<file path="src/rtl/fetch_unit_pkg.sv">
// rtl/fetch_unit_pkg.sv - shared types and ISA constants for the fetch stage
package fetch_unit_pkg;

  localparam int ISA_XLEN = 32;
  localparam logic [ISA_XLEN-1:0] ISA_RESET_VECTOR = 32'h0000_0000;

  typedef enum logic [1:0] {
    FETCH,
    DRAIN,
    READY,
    HALTED
  } fetch_state_e;

endpackage

</file>
<file path="src/rtl/fetch_unit_if.sv">
// rtl/fetch_unit_if.sv - instruction memory req/ack port between fetch and memory
interface fetch_unit_if
  import fetch_unit_pkg::*;
#(
  parameter int Width = ISA_XLEN
) ();

  logic             mem_req;
  logic [Width-1:0] mem_addr;
  logic             mem_ack;
  logic [31:0]      mem_rdata;

  modport master (
    output mem_req,
    output mem_addr,
    input  mem_ack,
    input  mem_rdata
  );

  modport slave (
    input  mem_req,
    input  mem_addr,
    output mem_ack,
    output mem_rdata
  );

endinterface

</file>
<file path="src/rtl/fetch_unit.sv">
// rtl/fetch_unit.sv - instruction fetch stage holding the architectural PC
// Fetches at PC over a req/ack port, retires on advance, and obeys trap and debug redirects.
module fetch_unit
  import fetch_unit_pkg::*;
#(
  parameter int               Width       = ISA_XLEN,
  parameter logic [Width-1:0] ResetVector = Width'(ISA_RESET_VECTOR)
) (
  input  logic             clk,
  input  logic             rst,
  input  logic             advance,
  input  logic [Width-1:0] next_pc,
  input  logic             ialign,
  input  logic             trap_take,
  input  logic [Width-1:0] trap_pc,
  input  logic             halt_req,
  input  logic             resume_req,
  input  logic             dpc_we,
  input  logic [Width-1:0] dpc_wdata,
  output logic             halted,
  fetch_unit_if.master     mem,
  output logic [Width-1:0] pc,
  output logic [31:0]      inst,
  output logic             inst_valid,
  output logic             ialign_fault
);

  fetch_state_e     state, state_d;
  logic [Width-1:0] pc_d;
  logic [Width-1:0] req_addr, req_addr_d;
  logic [31:0]      inst_d;
  logic             mem_req_q;
  logic             inst_valid_q;
  logic             halted_q;
  logic             req_done;
  logic [Width-1:0] dpc_aligned;

  // An ack only counts while a request is actually on the bus (not in the first cycle after reset).
  assign req_done    = mem_req_q & mem.mem_ack;
  assign dpc_aligned = {dpc_wdata[Width-1:2], 2'b00};

  assign mem.mem_req  = mem_req_q;
  assign mem.mem_addr = req_addr;
  assign inst_valid   = inst_valid_q;
  assign halted       = halted_q;

  always_comb begin
    state_d      = state;
    pc_d         = pc;
    req_addr_d   = req_addr;
    inst_d       = inst;
    ialign_fault = 1'b0;

    unique case (state)
      FETCH: begin
        if (trap_take) begin
          pc_d = trap_pc;
          // With nothing left in flight we can retarget at once; otherwise wait out the old request.
          if (req_done || !mem_req_q) begin
            req_addr_d = trap_pc;
          end else begin
            state_d = DRAIN;
          end
        end else if (req_done) begin
          inst_d  = mem.mem_rdata;
          state_d = READY;
        end
      end

      DRAIN: begin
        if (trap_take) begin
          pc_d = trap_pc;
        end
        if (req_done) begin
          req_addr_d = trap_take ? trap_pc : pc;
          state_d    = FETCH;
        end
      end

      READY: begin
        if (trap_take) begin
          pc_d       = trap_pc;
          req_addr_d = trap_pc;
          state_d    = FETCH;
        end else if (advance) begin
          if (ialign) begin
            ialign_fault = !rst;
          end else begin
            pc_d       = next_pc;
            req_addr_d = next_pc;
            state_d    = halt_req ? HALTED : FETCH;
          end
        end else if (halt_req) begin
          state_d = HALTED;
        end
      end

      HALTED: begin
        if (dpc_we) begin
          pc_d = dpc_aligned;
        end
        if (resume_req) begin
          req_addr_d = dpc_we ? dpc_aligned : pc;
          state_d    = FETCH;
        end
      end

      default: state_d = FETCH;
    endcase
  end

  // Status outputs are registered from the next state so they line up with the state register.
  always_ff @(posedge clk) begin
    if (rst) begin
      state        <= FETCH;
      pc           <= ResetVector;
      req_addr     <= ResetVector;
      inst         <= '0;
      mem_req_q    <= 1'b0;
      inst_valid_q <= 1'b0;
      halted_q     <= 1'b0;
    end else begin
      state        <= state_d;
      pc           <= pc_d;
      req_addr     <= req_addr_d;
      inst         <= inst_d;
      mem_req_q    <= (state_d == FETCH) || (state_d == DRAIN);
      inst_valid_q <= (state_d == READY);
      halted_q     <= (state_d == HALTED);
    end
  end

endmodule
</file>
<file path="src/flat_wrapper.sv">
// flat-port wrapper written by rule: the top's interface ports become plain ports
module fetch_unit_flat import fetch_unit_pkg::*;
#(
  parameter int               Width       = ISA_XLEN,
  parameter logic [Width-1:0] ResetVector = Width'(ISA_RESET_VECTOR)
)
  (clk, rst, advance, next_pc, ialign, trap_take, trap_pc, halt_req, resume_req, dpc_we, dpc_wdata, halted, pc, inst, inst_valid, ialign_fault, mem_mem_req, mem_mem_addr, mem_mem_ack, mem_mem_rdata);
  fetch_unit_if #(.Width(Width)) mem_i ();
  input  logic clk;
  input  logic rst;
  input  logic advance;
  input  logic [Width-1:0] next_pc;
  input  logic ialign;
  input  logic trap_take;
  input  logic [Width-1:0] trap_pc;
  input  logic halt_req;
  input  logic resume_req;
  input  logic dpc_we;
  input  logic [Width-1:0] dpc_wdata;
  output logic halted;
  output logic [Width-1:0] pc;
  output logic [31:0] inst;
  output logic inst_valid;
  output logic ialign_fault;
  output wire logic [$bits(mem_i.mem_req)-1:0] mem_mem_req;
  output wire logic [$bits(mem_i.mem_addr)-1:0] mem_mem_addr;
  input wire logic [$bits(mem_i.mem_ack)-1:0] mem_mem_ack;
  input wire logic [$bits(mem_i.mem_rdata)-1:0] mem_mem_rdata;
  assign mem_mem_req = mem_i.mem_req;
  assign mem_mem_addr = mem_i.mem_addr;
  assign mem_i.mem_ack = mem_mem_ack;
  assign mem_i.mem_rdata = mem_mem_rdata;
  fetch_unit #(.Width(Width), .ResetVector(ResetVector)) u_core (.clk(clk), .rst(rst), .advance(advance), .next_pc(next_pc), .ialign(ialign), .trap_take(trap_take), .trap_pc(trap_pc), .halt_req(halt_req), .resume_req(resume_req), .dpc_we(dpc_we), .dpc_wdata(dpc_wdata), .halted(halted), .mem(mem_i), .pc(pc), .inst(inst), .inst_valid(inst_valid), .ialign_fault(ialign_fault));
endmodule
</file>
<file path="config.mk">
export PLATFORM = sky130hd
export DESIGN_NAME = fetch_unit_flat
export DESIGN_NICKNAME = d
export VERILOG_FILES = /design/src/rtl/fetch_unit_pkg.sv /design/src/rtl/fetch_unit_if.sv /design/src/rtl/fetch_unit.sv /design/src/flat_wrapper.sv
export SDC_FILE = /design/constraint.sdc
export NUM_CORES = 1
export LEC_CHECK = 0
export ABC_CLOCK_PERIOD_IN_PS = 2490
export CAP_MARGIN = 10
export CORE_AREA = 2 2 116 118
export DETAILED_ROUTE_END_ITERATION = 12
export DIE_AREA = 0 0 118 120
export GPL_TIMING_DRIVEN = 0
export PLACE_DENSITY_LB_ADDON = 0.12
export SETUP_SLACK_MARGIN = 0.05
export SLEW_MARGIN = 20
export SYNTH_ARGS = -nofsm -noshare
export SYNTH_HDL_FRONTEND = slang
export SYNTH_SLANG_ARGS = --single-unit
</file>
<file path="constraint.sdc">
create_clock -name clk -period 2.49 [get_ports clk]
set_clock_uncertainty 0.05 [all_clocks]
set_input_delay 0.498 -clock clk [delete_from_list [all_inputs] [get_ports clk]]
set_output_delay 0.498 -clock clk [all_outputs]
set_load 0.01 [all_outputs]
</file>
==> summary.md <==
| Metric | Value |
|---|---|
| Status | complete, no violations |
| IO buf count | 232 |
| Die H | 120 um |
| Largest area contributor in the netlist | dfxtp_1 |
| Total iterations of the first detailed-routing run | 7 |
| Detailed-route DRC error count | 0 |
| FILL cells | 1159 |
| Crit path max-delay cell type | clkdlybuf4s50_1 |
| Dpl cells | 1037 |
| Worst Setup End Kind | output pin |
| Mean area per synthesized cell | 8.66 um^2 |
| Largest net degree at the start of global routing | 19 |
| Period utilisation layout | 95.1% |
| Die width | 118 um |
| Slowest stage delay, CP | 0.44 ns |
| Max cap viols | 0 |
| Top-level I/O count | 237 |
| Core Rows | 42 |
| Share of layout cells above drive strength 1 | 15.2% |
| CTS tree | built |
| First-pass GRT wire length | 30500 um |
| CP Cell Sequence | clkdlybuf4s50_1 > buf_4 > buf_4 > nor3_1 > dlygate4sd2_1 |
| Yosys warns | 0 |
| GRT busiest layer | met2 |
| Leakage | 3.10 nW |
| Yosys cell types | 45 |
| Met1 Resource Use GR | 31.9% |
| Layout Nets | 1009 |
| H-tree depth | 3 |
| Post-Syn Area | 5450 um^2 |
| Max Fclk | 422 MHz |
| Synth area leaders | dfxtp_1 37%, mux2_2 15%, nand2_1 7.2% |
| Worst setup path class | in2out |
| Worst path required time | 1.94 ns |
| RSZ-0062 raised after global routing | yes |
| Area Overhead vs Synth | 52.5% |
| #FFs+latches synth | 101 |
| Total GRT Usage | 27.1% |
| Core area | 13000 um^2 |
| Max_slew headroom | 57.5% |
| Wire length per cell | 18.7 um |
| Final wirelength | 19700 um |
| Critical path buffers and inverters | 4 |
| Die area | 14200 um^2 |
| CTS Root Cell | clkbuf_16 |
| Most common cell on crit path | buf_4 |
| Routed via count | 6016 |
| Total gr overflow | 0 |
| Global-route met2 utilization | 45.5% |
| Longest Clk Path Bufs | 2 |
| Hold Fails Final Rpt | 0 |
| Detailed Place HPWL | 14800 um |
| Worst hold slack | 0.407 ns |
| Core Util, Final | 64.0% |
| Post-DRT Antenna Nets | 0 |
| Clock sinks | 101 |
| RePlAce Congestion | 0.850 |
| Syn nets | 766 |
| Top cell type's share of synthesized area | 37.1% |
| Clock Latency Late Sink | 0.35 ns |
| Worst-path clk slew | 0.07 ns |
| Critical path arrival | 1.82 ns |
| Cells after synthesis | 629 |
| Critical path startpoint category | input pin |
| Final Setup Violations | 0 |
| N_diodes | 0 |
| Final Max Slew Viols | 0 |
| Post-synth EDFFs | 0 |
| Met3 Track Usage GR | 8.65% |
| Initial antenna violation count | 0 |
| Power density cells | 555 nW/um^2 |
| Post-route minimum period | 2.37 ns |
| Peak VDD IR | 381 uV |
| 1st-iter DRT viols | 524 |
| CP Max Fanout | 10 |
| Worst Hold Class | reg2reg |
| Dominant register cell in the synthesized netlist | dfxtp_1 |
| Critical path's top delay family | buffers and inverters |
| Post-synth ARST share | 0% |
| Sequential area share after synthesis | 37.1% |
| Worst Tran Pin Value | 0.638 ns |
| Number of global-route vias before repair | 5934 |
| Final cell count without fillers | 1053 |
| CTS Buf Count | 9 |
| Via density | 5.71 |
| Starting Density | 42.0% |
-- placed cells by master, fill, tap and decap left out, drive strengths merged, types with 4 or more instances in the layout --
| master | instances |
|---|---|
| a211oi | 34 |
| a21oi | 36 |
| a222oi | 27 |
| a31oi | 7 |
| a32o | 28 |
| buf | 36 |
| clkbuf | 36 |
| clkdlybuf4s50 | 231 |
| dfxtp | 101 |
| inv | 7 |
| mux2 | 81 |
| mux2i | 4 |
| nand2 | 105 |
| nand3 | 4 |
| nor2 | 89 |
| nor2b | 5 |
| o21ai | 5 |
| o22ai | 5 |
-- worst register-to-register path, stage by stage (launching register included) --
cell      delay [ns]
dfxtp_1         0.35
nor2b_1         0.17
o21ai_2         0.28
and3_1          0.24
buf_2           0.17
clkbuf_1        0.50
a32o_1          0.27
-- flip-flops by register name, indices dropped and copies added (netlist names) --
register and count:
u_core.halted 1, u_core.inst 32, u_core.inst_valid 1, u_core.mem.mem_addr 32
u_core.mem.mem_req 1, u_core.pc 32, u_core.state 2
-- metrics by stage --
| step | setup WS, ns | cell area (um^2) | setup TNS [ns] | power, W |
|---|---|---|---|---|
| floorplan | 0.542 | 5450 | 0 | 0.00250 |
| detailed placement | -0.672 | 7990 | -16.77 | 0.00317 |
| CTS | 0.0805 | 8300 | 0 | 0.00464 |
| global placement | -0.602 | 7990 | -9.68 | 0.00314 |
| global route | 0.0409 | 8300 | 0 | 0.00481 |
| finish | 0.121 | 8300 | 0 | 0.00461 |
-- timing repair --
action | CTS | global route
gates cloned | 0 | 0
setup buffers | 0 | 0
hold buffers | 0 | 0
resized for setup | 5 | 2
endpoints found under the setup margin | 4 | 2
-- report_power, final --
part / switching (W) / internal, W
clock network: 0.000670 / 0.000796
logic: 0.000575 / 0.000716
registers: 0.000103 / 0.00175
total: 0.00135 / 0.00326
-- cell usage after synthesis (2+ instances only) --
library cell and n:
a211oi_1 34, and3_1 2, nand3b_1 3, nand3_1 4
a22oi_1 3, a221oi_1 3, mux2i_1 4, nor2_1 89
o22ai_1 5, buf_6 8, a31oi_1 6, dfxtp_1 101
o21ai_0 4, a222oi_1 27, a21oi_1 36, mux2_2 72
inv_1 4, mux2_1 7, buf_1 6, nor2b_1 5
mux2_4 2, nand2_1 105, clkbuf_1 27, buf_2 22
a32o_1 28, o221a_2 3
-- metal layers --
metal	up-vias	part of all wire [%]
li1	2801	-
met1	2863	39
met2	303	49
met3	49	9.7
met4	0	2.7
met5	-	0
-- cells by family (layout without fill, tap and decap cells) --
family / after synthesis / after routing / share of synthesized area, %
and+or+nand+nor: 218 / 218 / 16.2
buffers and inverters: 67 / 315 / 6.23
DFF: 101 / 101 / 37.1
muxes: 85 / 85 / 17.6
adders and majority gates: 1 / 1 / 0.184
AOI/OAI and AO/OA: 157 / 157 / 22.6
-- final timing paths --
kind	from	cells after the start	end	slack, ns
setup / recovery	rst	5	ialign_fault	0.12
hold / removal	u_core.inst[21]	2	u_core.inst[21]	0.41
setup reg to reg	u_core.mem.mem_req	6	u_core.mem.mem_addr[28]	0.41
hold reg to reg	u_core.inst[21]	2	u_core.inst[21]	0.41
-- final cells by class --
cell class              count  area [um^2]  area share (%)
repair buffers            232         2320            28.0
plain buffers              63          333            4.01
clock buffers               9          225            2.71
well taps                 176          220            2.65
multi-input cells         461         3080            37.1
inverters                   4         15.0           0.181
flip-flops and latches    101         2020            24.4
clock inverters             7         82.6           0.995
Note: power is estimated with default switching activity, not from simulation.
